### config.mk
export PLATFORM = sky130hd
export DESIGN_NAME = keypad_scan_ctrl
export DESIGN_NICKNAME = d
export VERILOG_FILES = /design/src/rtl/keypad_scan_ctrl.sv
export SDC_FILE = /design/constraint.sdc
export NUM_CORES = 1
export LEC_CHECK = 0
export ABC_AREA = 1
export CAP_MARGIN = 20
export CORE_MARGIN = 3
export CORE_UTILIZATION = 59
export DETAILED_ROUTE_END_ITERATION = 8
export PLACE_DENSITY = 0.77
export SLEW_MARGIN = 20
export SYNTH_ARGS = -nofsm -noshare
export SYNTH_HDL_FRONTEND = slang
export SYNTH_SLANG_ARGS = --single-unit
### constraint.sdc
create_clock -name clk -period 5 [get_ports clk]
set_clock_uncertainty 0.2 [all_clocks]
set_input_delay 1 -clock clk [delete_from_list [all_inputs] [get_ports clk]]
set_output_delay 1 -clock clk [all_outputs]
set_load 0.02 [all_outputs]
### src/rtl/keypad_scan_ctrl.sv
// ---------------------------------------------------------------------------
// keypad_scan_ctrl
// Time-shared scanner for a 4x4 active-low matrix keypad. One row is driven
// low at a time. The columns are sampled at the end of each row dwell into a
// full-matrix snapshot. Snapshots are debounced over consecutive scans, and
// newly pressed keys are queued and emitted one at a time on a valid/ready
// port.
//
// Ports
//   clk          system clock
//   rst          synchronous active-high reset
//   row_n[3:0]   row drive, active-low, exactly one bit low
//   col_n[3:0]   column sense, active-low, already synchronised
//   key_valid    event available
//   key_code[3:0] event key index = row*4 + col
//   key_ready    consumer accepts the event when key_valid & key_ready
//   key_state[15:0] committed debounced pressed map, bit row*4+col
//   overrun      sticky flag: a press was merged/lost
//   overrun_clr  clears overrun (a coincident new overrun wins)
// ---------------------------------------------------------------------------
module keypad_scan_ctrl #(
  parameter int unsigned SCAN_DIV       = 3000,
  parameter int unsigned DEBOUNCE_SCANS = 8
) (
  input  logic        clk,
  input  logic        rst,
  output logic [3:0]  row_n,
  input  logic [3:0]  col_n,
  output logic        key_valid,
  output logic [3:0]  key_code,
  input  logic        key_ready,
  output logic [15:0] key_state,
  output logic        overrun,
  input  logic        overrun_clr
);

  localparam int unsigned DIV_W = (SCAN_DIV > 2) ? $clog2(SCAN_DIV) : 1;
  localparam int unsigned RUN_W = 4;
  localparam int unsigned KEY_N = 16;

  localparam logic [DIV_W-1:0] DWELL_LAST = DIV_W'(SCAN_DIV - 1);
  localparam logic [RUN_W-1:0] RUN_MAX    = RUN_W'(DEBOUNCE_SCANS);

  // Sequencer and debounce state
  logic [DIV_W-1:0] dwell;
  logic [1:0]       row_idx;
  logic [KEY_N-1:0] snap;
  logic             scan_done;
  logic [KEY_N-1:0] prev_snap;
  logic [RUN_W-1:0] run_cnt;
  logic [KEY_N-1:0] pending;

  // Combinational debounce / scheduler terms
  logic             snap_match_c;
  logic [RUN_W-1:0] run_next_c;
  logic             commit_c;
  logic [KEY_N-1:0] new_press_c;
  logic [KEY_N-1:0] held_mask_c;
  logic [KEY_N-1:0] merged_c;
  logic [KEY_N-1:0] queue_c;
  logic             load_c;
  logic [3:0]       pick_idx_c;
  logic [KEY_N-1:0] pick_mask_c;
  logic [KEY_N-1:0] pending_next_c;
  logic             key_valid_next_c;
  logic [3:0]       key_code_next_c;

  // Lowest-index set bit; returns 0 for an empty vector.
  function automatic logic [3:0] lowest_idx(input logic [KEY_N-1:0] v);
    logic [3:0] idx;
    idx = 4'd0;
    for (int i = KEY_N - 1; i >= 0; i--) begin
      if (v[i]) idx = 4'(i);
    end
    return idx;
  endfunction

  // Row sequencer: dwell counter, row rotation, column sampling, scan_done.
  always_ff @(posedge clk) begin
    if (rst) begin
      dwell     <= '0;
      row_idx   <= 2'd0;
      row_n     <= 4'b1110;
      snap      <= '0;
      scan_done <= 1'b0;
    end else begin
      scan_done <= (dwell == DWELL_LAST) && (row_idx == 2'd3);
      if (dwell == DWELL_LAST) begin
        dwell                      <= '0;
        row_idx                    <= row_idx + 2'd1;
        row_n                      <= {row_n[2:0], row_n[3]};
        // Sample at the end of the dwell so the columns have settled.
        snap[{row_idx, 2'b00} +: 4] <= ~col_n;
      end else begin
        dwell <= dwell + DIV_W'(1);
      end
    end
  end

  // Debounce evaluation, new-press detection and output scheduling.
  always_comb begin
    snap_match_c = (snap == prev_snap);
    if (!snap_match_c) begin
      run_next_c = RUN_W'(1);
    end else if (run_cnt >= RUN_MAX) begin
      run_next_c = RUN_MAX;
    end else begin
      run_next_c = run_cnt + RUN_W'(1);
    end

    commit_c    = scan_done && (run_next_c == RUN_MAX) && (snap != key_state);
    new_press_c = commit_c ? (snap & ~key_state) : '0;

    // A press of the code already waiting in the output register, or of a
    // code already queued, collapses into the existing event.
    held_mask_c = key_valid ? (KEY_N'(1) << key_code) : '0;
    merged_c    = new_press_c & (pending | held_mask_c);
    queue_c     = pending | (new_press_c & ~held_mask_c);

    load_c      = ~key_valid | key_ready;
    pick_idx_c  = lowest_idx(queue_c);
    pick_mask_c = KEY_N'(1) << pick_idx_c;

    pending_next_c   = queue_c;
    key_valid_next_c = key_valid;
    key_code_next_c  = key_code;
    if (load_c) begin
      if (queue_c != '0) begin
        pending_next_c   = queue_c & ~pick_mask_c;
        key_valid_next_c = 1'b1;
        key_code_next_c  = pick_idx_c;
      end else begin
        key_valid_next_c = 1'b0;
      end
    end
  end

  // Debounce and output registers.
  always_ff @(posedge clk) begin
    if (rst) begin
      prev_snap <= '0;
      run_cnt   <= RUN_MAX;
      key_state <= '0;
      pending   <= '0;
      key_valid <= 1'b0;
      key_code  <= 4'd0;
      overrun   <= 1'b0;
    end else begin
      if (scan_done) begin
        prev_snap <= snap;
        run_cnt   <= run_next_c;
      end
      if (commit_c) begin
        key_state <= snap;
      end
      pending   <= pending_next_c;
      key_valid <= key_valid_next_c;
      key_code  <= key_code_next_c;
      if (merged_c != '0) begin
        overrun <= 1'b1;
      end else if (overrun_clr) begin
        overrun <= 1'b0;
      end
    end
  end

endmodule

## Word level (Yosys, flattened, before mapping)

Index checks and enable logic that the tools add are counted.

| storage, ports and cells | value |
|---|---|
| register bits after elaboration | 93 |
| bits in latches | 0 |
| bits in writable memories | 0 |
| ROM bits | 0 |
| input port bits | 8 |
| output and inout bits | 26 |
| word-level logic and storage cells | 72 |
| memories | 0 |

| operators by class | value |
|---|---|
| add/sub/neg operators | 4 |
| $mul | 0 |
| divide/modulo/power cells | 0 |
| $lt $le $gt $ge | 1 |
| equal/unequal tests | 5 |
| shift-type cells | 4 |
| mux-type cells | 26 |
| bitwise operators | 12 |
| reduce and logical (&&, ||, !) cells | 8 |

Operators with widths:

| cell | number |
|---|---|
| two-way mux 4 bit | 18 |
| AND 16 bit | 4 |
| two-way mux 16 bit | 4 |
| inverter 16 bit | 3 |
| bitwise OR 16 bit | 2 |
| nonzero test 16 bit | 2 |
| << shifter 1 x 4 -> 16 bit, first input constant | 2 |
| bitwise mux 16 bit | 1 |
| equality test 16 bit | 1 |
| != test 16 bit | 1 |
| variable shift 4 x 6 -> 16 bit, first input constant | 1 |
| variable part select 4 x 6 -> 16 bit | 1 |
| adder 12 x 1 -> 12 bit, second input constant | 1 |
| equality test 12 bit, second input constant | 1 |
| negation 4 -> 6 bit | 1 |
| adder 4 x 1 -> 4 bit, second input constant | 1 |
| equality test 4 bit, second input constant | 1 |
| greater-or-equal comparator 4 bit, second input constant | 1 |
| inverter 4 bit | 1 |
| logical AND 1 bit | 3 |
| two-way mux 1 bit | 3 |
| adder 2 x 1 -> 2 bit, second input constant | 1 |
| equality test 2 bit, second input constant | 1 |
| AND reduction 2 bit | 1 |
| 4 further kinds | 4 |

## Longest topological paths before layout

| logic depth | value |
|---|---|
| depth in word-level cells | 30 |
| mapped depth | 30 |

## Worst setup path after synthesis

Ideal clock, no wire load.

| path | value |
|---|---|
| path kind | register to register |
| from | register key_state[15] |
| to | register pending[13] |
| library setup time | 0.112 ns |
| arrival | 2.537 ns |
| data required time | 4.688 ns |
| slack | 2.151 ns |
| stages on the path, launching flop included | 30 |
| clock period less this slack | 2.849 ns |
| path through | dfxtp_1 -> inv_1 -> ha_1 -> nand2_1 -> nor2_1 -> nand2_1 -> nor2_1 -> nor2_1 -> nand4_1 -> nor2_4 -> buf_6 -> nand3b_1 -> nand2_2 -> nand2_1 -> nand2_1 -> nand2_1 -> nand2_1 -> nand2_1 -> nand2_1 -> nand2_1 -> nand2_1 -> nand2_1 -> nand2_1 -> nand2_1 -> nand2_1 -> nand2_2 -> nand2_4 -> nand4_1 -> nor2_1 -> nor2_1 |

| between the ends | value |
|---|---|
| cells in the longest elaborated chain, start to end | 26 |

RTL lines:

| element | RTL line | text |
|---|---|---|
| from (decl) | 32 | `output logic [15:0] key_state,` |
| from (signal assigned) | 154 | `key_state <= snap;` |
| != test 16 bit or inverter 16 bit (tied branches) | 111, 112 |  |
| logical AND 1 bit or AND 16 bit (tied branches) | 111, 112 |  |
| two-way mux 16 bit * | 112 | `new_press_c = commit_c ? (snap & ~key_state) : '0;` |
| AND 16 bit * | 118 | `queue_c = pending \| (new_press_c & ~held_mask_c);` |
| bitwise OR 16 bit * | 118 |  |
| two-way mux 4 bit (16 in series) | 73 | `if (v[i]) idx = 4'(i);` |
| << shifter 1 x 4 -> 16 bit | 122 | `pick_mask_c = KEY_N'(1) << pick_idx_c;` |
| inverter 16 bit | 129 | `pending_next_c = queue_c & ~pick_mask_c;` |
| AND 16 bit | 129 |  |
| two-way mux 16 bit | 128 | `if (queue_c != '0) begin` |
| two-way mux 16 bit * | 127 | `if (load_c) begin` |
| to (signal assigned) | 156 | `pending <= pending_next_c;` |
| to (decl) | 51 | `logic [KEY_N-1:0] pending;` |

Every way passes the cells marked *; elsewhere a longest branch is shown, timed or not.
A chain may end at the register's enable or synchronous reset.

## Final worst setup path

| path | value |
|---|---|
| from | register key_state[10] |
| to | register pending[11] |

| between the ends | value |
|---|---|
| cells in the longest elaborated chain, start to end | 26 |

RTL lines:

| element | RTL line | text |
|---|---|---|
| != test 16 bit | 111 | `commit_c = scan_done && (run_next_c == RUN_MAX) && (snap != key_state);` |
| logical AND 1 bit | 111 |  |
| two-way mux 16 bit * | 112 |  |
| AND 16 bit * | 118 |  |
| bitwise OR 16 bit * | 118 |  |
| two-way mux 4 bit (16 in series) | 73 |  |
| << shifter 1 x 4 -> 16 bit | 122 |  |
| inverter 16 bit | 129 |  |
| AND 16 bit | 129 |  |
| two-way mux 16 bit | 128 |  |
| two-way mux 16 bit * | 127 |  |

Marked as above.

==> flow_summary.toml <==
[yosys]
ys.flop_type = "dfxtp_1"
seq_area_frac_synth_pct = 37.5
synth_cell_types = 39
ys_async_sr_fraction_pct = 0
syn-instance-count = 725
synth_edf_count = 0
yosys_warnings = 0
syn_nets = 757
synth_area_per_cell_um2 = 6.84
synth_area_um2 = 4960
synth-seq-cells = 93

[power_and_ir_drop]
power_mw = 1.28
powerDensity_nw_per_um2 = 230
leakagePower_nw = 2.34
peakVddDrop_uv = 163

[worst_setup_path]
reg2reg_to = "pending[11]"
cp_data_required_time_ns = 5.06
endpoint_kind = "flip-flop"
critPathArrivalTime_ns = 3.74
worst_setup_path_start_kind = "flip-flop"
rrSetupSlack_ns = 1.33
worstRegToRegCells = 22
r2r_start = "key_state[10]"
criticalPathCategory = "flip-flop to flip-flop"
critPathMaxFanout = 28

[floorplan]
core_area_um2 = 7930
dieArea_um2 = 9540
die_h_um = 97.7
die_width_um = 97.7
boundaryPins = 34
initial_core_util_pct = 62.6
fp-row-count = 32

[drt]
wl_per_cell_um = 14.6
wl_met3_um = 948
ant_nets = 0
num_vias = 4688
dr.pass1.iters = 5
drtIter0Drc = 338
m1WireLength_mm = 5.70
dr_wl_met2_mm = 5.70
route.detailed.drc = 0
dr.max_layer_used = "met4"
via_per_inst = 5.46
totalWireLength_mm = 12.5

[cells_and_area]
syn2layout_area_growth_pct = 12.1
design_area_um2 = 5560
fin_cells = 859
fill_cells = 658
drive_above_1_share_pct = 6.74
utilization_pct = 70.1
multi_input_area_um2 = 2510
nets = 785
regArea_um2 = 1860
num_antenna_cells = 0

[global_routing]
antenna_found_initial = 0
grt_overflow = 0
first_global_vias = 4354
grt_usage_pct = 26.5
grt_pass1_wl_mm = 20.7
grt_start_max_net_pins = 37

[worst_hold_path]
min_path_type = "flip-flop to flip-flop"
hold_depth = 1
whs_endpoint = "dwell[0]"
min_from = "dwell[0]"

[sta]
max_freq_mhz = 272
rsz0062_at_grt = "no"
setup_tns_ns = 0
final_hold_viol_count = 0
post-route-period-util_pct = 73.5
worst_pin_slew_ns = 0.610
slew_headroom_pct = 59.3
whs_ns = 0.260
drv_slew = 0
setup_slack_ns = 1.33
setup_viol = 0
post-route-min-period_ns = 3.67

[place]
dpl_worst_slack_ns = 1.43
io_buffers = 33
gp_congestion = 0.955
dp.cells = 844
dpl-instance-area_um2 = 5360
dp_hpwl_mm = 9.32

[clock_network]
cts_buffers = 9
cts_setup_buffers = 0
hold_buffers = 0
htree_levels = 3
worstSkewPairLatency_ns = 0.36
clk_pin_slew_ns = 0.10
clock-sinks = 93
cts_tree = "yes"
cts-root-buf = "clkbuf_8"
clockBufferDepth = 2
cts_resized = 0

[job]
cap_violations = 0

[run_status]
status = "complete, no violations"
==> cells in the final DEF (no fill, tap or decap), types with 7 or more instances in the layout <==
master	count
inv_1	120
ha_1	24
nand3_1	22
inv_2	14
clkdlybuf4s50_1	33
o21ai_0	36
nand2_1	143
nand4_1	15
nor2_1	93
nor3_1	19
a211oi_1	16
a21oi_1	52
dfxtp_1	93
a31oi_1	7
clkbuf_8	10
==> logic make-up after synthesis <==
family                     share of synthesized area, %
adders and majority gates                          6.05
and+or+nand+nor                                    27.5
DFF                                                37.5
buffers and inverters                              11.9
xor gates and xnor gates                           1.06
AOI/OAI and AO/OA                                  15.9
==> layer usage <==
layer / GRT usage, % / up-vias
met5: 0 / -
met4: 7.03 / 0
met1: 37.1 / 2097
li1: - / 2394
met3: 4.81 / 15
met2: 42.2 / 182
==> flip-flops by register name, indices dropped and copies added, names as in the netlist <==
register   cells
key_state     16
pending       16
prev_snap     16
snap          16
dwell         12
key_code       4
row_n          4
run_cnt        4
row_idx        2
key_valid      1
overrun        1
scan_done      1
==> worst max-delay path by stage <==
| stage | to | depth (start not counted) | slack, ns | start |
|---|---|---|---|---|
| 4_1_cts | pending[11] | 22 | 1.38 | key_state[10] |
| 6_report | pending[11] | 22 | 1.33 | key_state[10] |
| 3_5_place_dp | pending[11] | 22 | 1.43 | key_state[10] |
| 2_1_floorplan | pending[13] | 29 | 2.15 | key_state[15] |
| 3_3_place_gp | pending[11] | 20 | 1.48 | key_state[10] |
| 5_1_grt | pending[14] | 22 | 0.98 | snap[4] |
==> layout make-up <==
class / instances / area share, %
Tap cell: 102 / 2.30
Clock buffer: 10 / 2.48
Sequential cell: 93 / 33.5
Timing Repair Buffer: 37 / 6.48
Clock inverter: 5 / 1.08
Multi-Input combinational cell: 478 / 45.1
Inverter: 134 / 9.05
==> critical path, stage by stage (launching register included) <==
cell and delay, ns:
dfxtp_1 0.37, inv_1 0.05, ha_1 0.28, nand2_1 0.11, nor2_1 0.06, nand2_1 0.06, nor2_1 0.04, nor2_1 0.10
nand4_1 0.15, nor2_4 0.50, inv_2 0.27, nor2_1 0.21, nand2_1 0.07, nand2_1 0.09, nor2_1 0.08, nand2_1 0.07
nor2_1 0.04, inv_1 0.06, nand2_1 0.09, nor3_2 0.26, inv_1 0.16, nor2_1 0.18, nor2_1 0.05
==> synth_stat cells, types with 2 or more instances <==
cell type,number,area share (%)
a21oi_1,52,5.2
nor4_1,3,0.38
nor3b_1,2,0.30
o21ai_2,2,0.35
or2_1,2,0.25
nand3b_1,2,0.30
nor2_1,93,7.0
inv_1,120,9.1
nor2_2,2,0.25
nor2_4,3,0.68
ha_1,24,6.1
nand4_1,15,1.9
o31ai_2,2,0.50
xor2_1,6,1.1
inv_2,14,1.1
a221oi_1,2,0.35
a211oi_1,16,2.4
o32ai_1,3,0.53
o22ai_1,2,0.25
a31oi_1,7,0.88
o211ai_1,2,0.30
nand2_1,143,11
o21ai_0,36,3.6
nand2_2,5,0.63
dfxtp_1,93,38
nand3_1,22,2.2
clkbuf_1,18,1.4
o21a_1,2,0.30
o21ai_1,4,0.40
nor3_1,19,1.9
==> power by group <==
part           internal, mW  switching, mW  total [mW]  leakage (nW)
Combinational       0.00871         0.0166      0.0253          1.49
Sequential            0.742        0.00140       0.743         0.749
Clock                 0.244          0.268       0.512        0.0987
Power figures use the tool's default switching activity.
